[src/rtl/sfp_div_seq_if.sv]
// Operand/result handshake bundle for the sequential fixed-point divider.
// The producer of operands and consumer of results uses master; the divider uses slave.
interface sfp_div_seq_if #(
   parameter int W = 32
);
   logic         in_valid;
   logic         in_ready;
   logic [W-1:0] x;
   logic [W-1:0] y;
   logic         out_valid;
   logic         out_ready;
   logic [W-1:0] out;
   logic         clipping;

   modport master (
      output in_valid, x, y, out_ready,
      input  in_ready, out_valid, out, clipping
   );

   modport slave (
      input  in_valid, x, y, out_ready,
      output in_ready, out_valid, out, clipping
   );
endinterface

[src/rtl/sfp_div_seq.sv]
// Sequential signed Q(IW.QW) divider: non-restoring magnitude division,
// one quotient bit per cycle, truncation toward zero, saturate or wrap on overflow.
module sfp_div_seq #(
   parameter int IW   = 16,
   parameter int QW   = 16,
   parameter int CLIP = 1
) (
   input logic         clk,
   input logic         rst_n,
   sfp_div_seq_if.slave bus
);
   localparam int W  = IW + QW;
   localparam int N  = W + QW;
   localparam int RW = W + 2;
   localparam int CW = $clog2(N);

   localparam logic [W-1:0] MAX_V = {1'b0, {(W-1){1'b1}}};
   localparam logic [W-1:0] MIN_V = {1'b1, {(W-1){1'b0}}};
   localparam logic [N-1:0] LIM_P = {{QW{1'b0}}, 1'b0, {(W-1){1'b1}}};
   localparam logic [N-1:0] LIM_N = {{QW{1'b0}}, 1'b1, {(W-1){1'b0}}};

   typedef enum logic [1:0] {IDLE, CALC, DONE} state_t;

   state_t              state, state_nx;
   logic                sign;
   logic [W-1:0]        dv;
   logic [N-1:0]        dq;
   logic signed [RW-1:0] rem;
   logic [CW-1:0]       cnt;
   logic [W-1:0]        out_q;
   logic                clip_q;

   logic                accept, last, y_zero;
   logic [W-1:0]        ax, ay;
   logic signed [RW-1:0] rem_sh, rem_nx, dv_s;
   logic [N-1:0]        dq_nx;
   logic [W-1:0]        q_lo, res, fin;
   logic                ovf;

   assign accept = (state == IDLE) && bus.in_valid;
   assign last   = (cnt == CW'(N-1));
   assign y_zero = (bus.y == '0);

   // two's-complement negate of the most negative value stays 2^(W-1), which is the exact magnitude
   assign ax = bus.x[W-1] ? -bus.x : bus.x;
   assign ay = bus.y[W-1] ? -bus.y : bus.y;

   assign bus.in_ready  = (state == IDLE);
   assign bus.out_valid = (state == DONE);
   assign bus.out       = out_q;
   assign bus.clipping  = clip_q;

   always_ff @(posedge clk or negedge rst_n) begin
      if (!rst_n) state <= IDLE;
      else        state <= state_nx;
   end

   always_comb begin
      state_nx = state;
      case (state)
         IDLE:    if (accept) state_nx = y_zero ? DONE : CALC;
         CALC:    if (last) state_nx = DONE;
         DONE:    if (bus.out_ready) state_nx = IDLE;
         default: state_nx = IDLE;
      endcase
   end

   // dq shifts dividend bits out of the top while quotient bits enter at the bottom
   always_comb begin
      dv_s   = $signed({2'b00, dv});
      rem_sh = {rem[RW-2:0], dq[N-1]};
      rem_nx = rem[RW-1] ? (rem_sh + dv_s) : (rem_sh - dv_s);
      dq_nx  = {dq[N-2:0], ~rem_nx[RW-1]};
      q_lo   = dq_nx[W-1:0];
      ovf    = sign ? (dq_nx > LIM_N) : (dq_nx > LIM_P);
      res    = sign ? -q_lo : q_lo;
      fin    = (ovf && CLIP != 0) ? (sign ? MIN_V : MAX_V) : res;
   end

   always_ff @(posedge clk or negedge rst_n) begin
      if (!rst_n) begin
         sign   <= 1'b0;
         dv     <= '0;
         dq     <= '0;
         rem    <= '0;
         cnt    <= '0;
         out_q  <= '0;
         clip_q <= 1'b0;
      end else begin
         case (state)
            IDLE: if (accept) begin
               sign <= bus.x[W-1] ^ bus.y[W-1];
               dv   <= ay;
               dq   <= {ax, {QW{1'b0}}};
               rem  <= '0;
               cnt  <= '0;
               if (y_zero) begin
                  out_q  <= bus.x[W-1] ? MIN_V : MAX_V;
                  clip_q <= 1'b1;
               end
            end
            CALC: begin
               rem <= rem_nx;
               dq  <= dq_nx;
               cnt <= last ? '0 : cnt + CW'(1);
               if (last) begin
                  out_q  <= fin;
                  clip_q <= ovf;
               end
            end
            default: ;
         endcase
      end
   end
endmodule

[src/flat_wrapper.sv]
// flat-port wrapper written by rule: the top's interface ports become plain ports
module sfp_div_seq_flat 
#(
   parameter int IW   = 16,
   parameter int QW   = 16,
   parameter int CLIP = 1
)
  (clk, rst_n, bus_in_valid, bus_x, bus_y, bus_out_ready, bus_in_ready, bus_out_valid, bus_out, bus_clipping);
  sfp_div_seq_if #(.W((32))) bus_i ();
  input logic clk;
  input logic rst_n;
  input wire logic [$bits(bus_i.in_valid)-1:0] bus_in_valid;
  input wire logic [$bits(bus_i.x)-1:0] bus_x;
  input wire logic [$bits(bus_i.y)-1:0] bus_y;
  input wire logic [$bits(bus_i.out_ready)-1:0] bus_out_ready;
  output wire logic [$bits(bus_i.in_ready)-1:0] bus_in_ready;
  output wire logic [$bits(bus_i.out_valid)-1:0] bus_out_valid;
  output wire logic [$bits(bus_i.out)-1:0] bus_out;
  output wire logic [$bits(bus_i.clipping)-1:0] bus_clipping;
  assign bus_i.in_valid = bus_in_valid;
  assign bus_i.x = bus_x;
  assign bus_i.y = bus_y;
  assign bus_i.out_ready = bus_out_ready;
  assign bus_in_ready = bus_i.in_ready;
  assign bus_out_valid = bus_i.out_valid;
  assign bus_out = bus_i.out;
  assign bus_clipping = bus_i.clipping;
  sfp_div_seq #(.IW(IW), .QW(QW), .CLIP(CLIP)) u_core (.clk(clk), .rst_n(rst_n), .bus(bus_i));
endmodule
[config.mk]
export PLATFORM = sky130hd
export DESIGN_NAME = sfp_div_seq_flat
export DESIGN_NICKNAME = d
export VERILOG_FILES = /design/src/rtl/sfp_div_seq_if.sv /design/src/rtl/sfp_div_seq.sv /design/src/flat_wrapper.sv
export SDC_FILE = /design/constraint.sdc
export NUM_CORES = 1
export LEC_CHECK = 0
export CAP_MARGIN = 0
export CORE_MARGIN = 4
export CORE_UTILIZATION = 40
export DETAILED_ROUTE_END_ITERATION = 12
export DONT_BUFFER_PORTS = 1
export GPL_ROUTABILITY_DRIVEN = 0
export GPL_TIMING_DRIVEN = 1
export SLEW_MARGIN = 20
export SYNTH_ARGS = -nofsm -noshare
export SYNTH_HDL_FRONTEND = slang
export SYNTH_SLANG_ARGS = --single-unit
[constraint.sdc]
create_clock -name clk -period 8.5 [get_ports clk]
set_input_delay 1.7 -clock clk [delete_from_list [all_inputs] [get_ports clk]]
set_output_delay 1.7 -clock clk [all_outputs]
set_load 0.03 [all_outputs]
Word-level counts from Yosys, hierarchy flattened
Cells that the tools add are included.
Widths: inputs -> output; s select.

operators by class
  add/sub/neg operators = 6
  $lt $le $gt $ge = 2
  equality and inequality tests = 7
  muxes and demuxes = 28
  bitwise operators = 2
  reductions and logical operators = 8

operator list
  cell                  count
  $mux 32               9
  $neg 32->32           3
  $pmux 48 s2           1
  $mux 34               2
  $pmux 34 s2           1
  $pmux 32 s2           1
  $gt 48x31->1 const B  1
  $gt 48x32->1 const B  1
  $mux 48               1
  $add 34x33->34        1
  $sub 34x33->34        1
  $logic_not 32->1      1
  $mux 6                2
  $pmux 6 s2            1
  $mux 2                4
  $add 6x1->6 const B   1
  $eq 6x6->1 const B    1
  $ne 2x1->1 const B    3
  $pmux 2 s3            1
  $mux 1                4
  $reduce_and 2->1      2
  $reduce_and 4->1      1
  $reduce_and 3->1      1
  $eq 2x1->1 const B    1
  other kinds (8)       8

word-level totals
  register bits = 156
  input bits = 68
  output and inout bits = 35
  logic and storage cells = 61

Longest topological paths before layout
  word-level depth = 8
  mapped depth = 29
  depth with buffers taken out = 27

Least setup slack after synthesis
OpenSTA, ideal clock, no wires.

  kind = flip-flop to flip-flop
  start point = register u_core.dv[13]
  end point = register u_core.out_q[30] (netlist: u_core.bus.out[30])
  library setup time = 0.124 ns
  arrival time = 6.119 ns
  data required time = 8.376 ns
  setup slack = 2.257 ns
  stages on the path, launching flop included = 26
  buffers on the path = 2
  period minus slack after synthesis = 6.243 ns
  path through = dfrtp_1 or4_1 nor4_1 and3_1 nor2b_1 a21oi_1 xor2_1 ha_1 or3_1 o211ai_1 o221ai_1 a31oi_1 xnor2_1 clkbuf_1 clkbuf_1 inv_1 ha_1 nor3b_1 nand3_1 or3_1 nor4_1 nand2_1 or4_1 o31ai_1 xor2_1 o21ai_1

on the way
  word-level cells in the longest chain between the ends = 8
  elaborated cells on any way between the ends = 12
  classes of those cells = 3 x add/sub; 2 x order compare; 6 x mux; 1 x bitwise

ends and longest elaborated chain
  what                                              line                                  text
  start: declaration                                sfp_div_seq.sv:26                     logic [W-1:0] dv;
  start signal: assignment                          sfp_div_seq.sv:93                     dv <= ay;
  $sub 34x33->34 or $add 34x33->34 (tied branches)  sfp_div_seq.sv:72                     rem_nx = rem[RW-1] ? (rem_sh + dv_s) : (rem_sh - dv_s);
  $mux 34 (*)                                       sfp_div_seq.sv:72
  $not 1->1 (*)                                     sfp_div_seq.sv:73                     dq_nx = {dq[N-2:0], ~rem_nx[RW-1]};
  $gt 48x31->1 (tied with other cells)              sfp_div_seq.sv:75                     ovf = sign ? (dq_nx > LIM_N) : (dq_nx > LIM_P);
  $mux 1 or $mux 32 (tied branches)                 sfp_div_seq.sv:75, sfp_div_seq.sv:76
  $mux 32 (*)                                       sfp_div_seq.sv:77                     fin = (ovf && CLIP != 0) ? (sign ? MIN_V : MAX_V) : res;
  $mux 32 (*)                                       sfp_div_seq.sv:106                    if (last) begin
  $pmux 32 s2 (*)                                   sfp_div_seq.sv:90                     case (state)
  end signal: assignment                            sfp_div_seq.sv:98                     out_q <= bus.x[W-1] ? MIN_V : MAX_V;
  end signal: assignment                            sfp_div_seq.sv:107                    out_q <= fin;
  end: declaration                                  sfp_div_seq.sv:30                     logic [W-1:0] out_q;

Every way passes the cells marked *; elsewhere a longest branch is shown, timed or not. The select of a mux whose other input is x is not followed.
A chain may end at the register's enable or synchronous reset.

Worst setup path in the final report
  start point = register u_core.dv[13]
  end point = register u_core.out_q[26] (netlist: u_core.bus.out[26])

Same word-level chain as after synthesis.

==> metrics.yaml <==
number_of_global_route_vias_before_repair: 8922
insertion_delay_ns: 0.44
synth-edff-count: 0
antenna_found_initial: 0
crit_path_start: "u_core.dv[13]$_DFFE_PN0P_"
drt_wl_total_um: 28200
grt_start_max_net_pins: 157
synthCells: 1264
grt_first_pass_wirelength_um: 45900
drc: 0
clkSlewWorstSetupHoldPaths_ns: 0.07
cell_variety_after_synth: 65
max-cap-violations: 0
hpwl_um: 19600
final_layout_fill_cell_count: 2626
setup_ws_ns: 1.55
cts_resized: 0
worstRegToRegCells: 24
worstSetupEndpointType: "flop"
areaGrowthSynthToFinish_pct: 7.60
leakagePower_nw: 4.82
detailedRoute.firstIterationViolations: 661
fin_skew_ns: 0.0127
postSynth.asyncResetShare: 1.00
cellInternalPower_w: 0.00288
synthesis.area_um2: 10700
postSynthNetCount: 1371
die_width_um: 171
max-slew-margin-rel: 0.328
setup.worst_path.end: "u_core.bus.out[26]$_DFFE_PN0P_"
worstMarginPinSlew_ns: 1.01
detail_route.vias_per_cell: 5.88
cts_sinks: 156
cts.repair_timing.setup_buffer_count: 0
synthesis.yosys.warnings: 0
power_per_cell_area_nw_per_um2: 501
nNetsFinal: 1324
crit_required_ns: 8.82
sequential_power_share: 0.283
max_freq_mhz: 144
numPlacedInstances: 1533
crit_path_start_kind: "flop"
placementRows: 59
tritoncts: "built"
worst_hold_path_type: "flop to flop"
r2r-start: "u_core.dv[13]$_DFFE_PN0P_"
pre_cts_slack_ns: 1.67
fin_crit_sh: 0.817
timing.setup.tns_ns: 0
synth.largest_area_cell: "sky130_fd_sc_hd__dfrtp_1"
final_antenna_net_count: 0
power.share.clock: 0.141
synth-seq-cells: 156
antennaDiodeCount: 0
post-layout-total-power_w: 0.00574
core_um2: 26100
total_switching_power_w: 0.00286
starting_density_of_the_core: 0.408
dr_total_vias: 9204
clock_tree.root_cell: "sky130_fd_sc_hd__clkbuf_16"
grt_setup_unrepaired: "false"
finalMaxSlewViolations: 0
r2r_setup_slk_ns: 1.55
primary_ff_master_synth: "sky130_fd_sc_hd__dfrtp_1"
syn_area_per_cell_um2: 8.43
combPwrFrac: 0.576
first_pass_iters: 5
final-instance-count-excl-fill: 1565
timing.final.crit_period_ns: 6.95
post-synth-top-area-fraction: 0.366
hold_buffers: 0
clock_path_buffers: 2
netlist_top_cells_area: "sky130_fd_sc_hd__dfrtp_1 (37%), sky130_fd_sc_hd__xor2_1 (7.2%), sky130_fd_sc_hd__o21ai_0 (7.0%), sky130_fd_sc_hd__nand2_1 (5.4%), sky130_fd_sc_hd__ha_1 (4.5%)"
setup-violations-final: 0
seq_area_frac_synth: 0.366
htree_levels: 4
floorplan.die_area_um2: 29300
result_of_the_run: "finished clean"
layout-drive-gt1-share: 0.0553
worst-path-max-fanout: 19
setup.worst_path.class: "flop to flop"
worst_r2r_end: "u_core.bus.out[26]$_DFFE_PN0P_"
timing_hold_violations_final: 0
netSwitchingFraction: 0.498
wire_per_inst_um: 18.0
grt_usage: 0.193
die_height_um: 171
crit_arrival_ns: 7.26
cts_buffers: 17
floorplan.io_pins: 103
io_buffers: 0
worst_vdd_rail_ir_drop_uv: 209
leftover_overflow_at_the_end_of_global_routing: 0
## cell usage after synthesis (3+ instances only)
cell type / n
sky130_fd_sc_hd__a211oi_1: 6
sky130_fd_sc_hd__a21o_1: 9
sky130_fd_sc_hd__a21oi_1: 86
sky130_fd_sc_hd__a221oi_1: 5
sky130_fd_sc_hd__a22o_1: 15
sky130_fd_sc_hd__a22oi_1: 29
sky130_fd_sc_hd__a31oi_1: 9
sky130_fd_sc_hd__and2_1: 7
sky130_fd_sc_hd__and3_1: 11
sky130_fd_sc_hd__buf_2: 4
sky130_fd_sc_hd__buf_6: 3
sky130_fd_sc_hd__clkbuf_1: 65
sky130_fd_sc_hd__dfrtp_1: 156
sky130_fd_sc_hd__ha_1: 38
sky130_fd_sc_hd__inv_1: 32
sky130_fd_sc_hd__mux2i_1: 14
sky130_fd_sc_hd__nand2_1: 152
sky130_fd_sc_hd__nand2b_1: 10
sky130_fd_sc_hd__nand3_1: 19
sky130_fd_sc_hd__nand3b_1: 3
sky130_fd_sc_hd__nand4_1: 6
sky130_fd_sc_hd__nor2_1: 81
sky130_fd_sc_hd__nor2b_1: 7
sky130_fd_sc_hd__nor3_1: 26
sky130_fd_sc_hd__nor3b_1: 11
sky130_fd_sc_hd__nor4_1: 16
sky130_fd_sc_hd__o211ai_1: 13
sky130_fd_sc_hd__o21ai_0: 149
sky130_fd_sc_hd__o21ai_1: 11
sky130_fd_sc_hd__o21ai_2: 8
sky130_fd_sc_hd__o221ai_1: 3
sky130_fd_sc_hd__o22ai_1: 7
sky130_fd_sc_hd__o31ai_1: 29
sky130_fd_sc_hd__o41ai_1: 16
sky130_fd_sc_hd__or2_2: 7
sky130_fd_sc_hd__or3_1: 17
sky130_fd_sc_hd__or4_1: 18
sky130_fd_sc_hd__xnor2_1: 43
sky130_fd_sc_hd__xor2_1: 87
## cell families after synthesis
kind of cell	synth area share
buffers and inverters	0.0404
flip-flops	0.366
adder cells (fa/ha/maj)	0.0465
XOR/XNOR	0.107
multiplexers	0.0156
AND/OR/NAND/NOR	0.182
AO/OA/AOI/OAI	0.242
## state kept, by name, summed over array words and instances, names as in the netlist
name,count
u_core.bus.clipping,1
u_core.bus.out,32
u_core.cnt,6
u_core.dq,48
u_core.dv,32
u_core.rem,34
u_core.sign,1
u_core.state,2
## power groups by stage
stage / registers (W) / logic, W / clock network, W
2_1_floorplan: 0.00146 / 0.00270 / 0
3_3_place_gp: 0.00163 / 0.00326 / 0
3_5_place_dp: 0.00164 / 0.00330 / 0
4_1_cts: 0.00163 / 0.00331 / 0.000826
5_1_grt: 0.00168 / 0.00372 / 0.000856
6_report: 0.00162 / 0.00331 / 0.000810
## routing by layer
layer,global-route usage,wire [µm],vias to the layer above
li1,-,-,4495
met1,0.258,12800,4459
met2,0.322,13800,210
met3,0.0331,1170,40
met4,0.0596,565,0
met5,0,0,-
## worst max-delay path, cell delays in order, from the launching register on
cell and delay [ns]:
sky130_fd_sc_hd__dfrtp_1 0.41, sky130_fd_sc_hd__or4_1 0.60, sky130_fd_sc_hd__nor4_1 0.34, sky130_fd_sc_hd__and3_1 0.27, sky130_fd_sc_hd__nor2b_1 0.28, sky130_fd_sc_hd__a21oi_1 0.12, sky130_fd_sc_hd__xor2_1 0.20, sky130_fd_sc_hd__ha_1 0.35
sky130_fd_sc_hd__or3_1 0.36, sky130_fd_sc_hd__o211ai_1 0.10, sky130_fd_sc_hd__o221ai_1 0.13, sky130_fd_sc_hd__a31oi_1 0.32, sky130_fd_sc_hd__xnor2_1 0.12, sky130_fd_sc_hd__buf_4 0.22, sky130_fd_sc_hd__inv_1 0.11, sky130_fd_sc_hd__ha_1 0.19
sky130_fd_sc_hd__nor3b_1 0.48, sky130_fd_sc_hd__nand3_1 0.22, sky130_fd_sc_hd__or3_1 0.44, sky130_fd_sc_hd__nor4_1 0.35, sky130_fd_sc_hd__nand2_1 0.19, sky130_fd_sc_hd__or4_1 0.52, sky130_fd_sc_hd__o31ai_1 0.27, sky130_fd_sc_hd__xor2_1 0.18
sky130_fd_sc_hd__o21ai_1 0.07
## final cells by class
cell class,count,area [µm²],share of cell area
multi-input combinational,1001,6330,0.552
clock inverter,14,180,0.0157
inverter,32,120,0.0105
sequential,156,3910,0.341
timing repair buffer,9,67.6,0.00589
tap,335,419,0.0366
clock buffer,18,439,0.0383
## layout by cell type, fill, tap and decap left out, drive strengths merged, types with 10 or more instances in the layout
cell    instances
dfrtp         156
and3           11
o21ai         168
o31ai          29
mux2i          14
o41ai          16
nand3          20
a22o           15
nor3b          11
nor2           81
xor2           87
nor3           26
clkbuf         18
inv            38
nand2b         10
xnor2          43
o211ai         14
nor4           16
nand2         152
a21oi          86
or3            18
a22oi          29
or4            18
ha             38
## how the worst min path moves through the flow
stage / end / slack [ns] / start / depth (start not counted)
6_report: u_core.cnt[4]$_DFFE_PN0P_ / 0.47 / u_core.cnt[5]$_DFFE_PN0P_ / 1
5_1_grt: u_core.cnt[4]$_DFFE_PN0P_ / 0.51 / u_core.cnt[5]$_DFFE_PN0P_ / 1
4_1_cts: u_core.cnt[4]$_DFFE_PN0P_ / 0.47 / u_core.cnt[5]$_DFFE_PN0P_ / 1
3_5_place_dp: u_core.cnt[4]$_DFFE_PN0P_ / 0.47 / u_core.cnt[5]$_DFFE_PN0P_ / 1
3_3_place_gp: u_core.cnt[4]$_DFFE_PN0P_ / 0.45 / u_core.cnt[5]$_DFFE_PN0P_ / 1
2_1_floorplan: u_core.cnt[4]$_DFFE_PN0P_ / 0.43 / u_core.cnt[5]$_DFFE_PN0P_ / 1
## stage by stage
stage | utilization | cell area, µm² | hold WS, ns
6_report | 0.439 | 11500 | 0.469
5_1_grt | 0.439 | 11500 | 0.510
4_1_cts | 0.439 | 11500 | 0.474
3_5_place_dp | 0.415 | 10800 | 0.465
3_3_place_gp | 0.415 | 10800 | 0.449
2_1_floorplan | - | 10700 | 0.433
(Power assumes the default switching activity.)
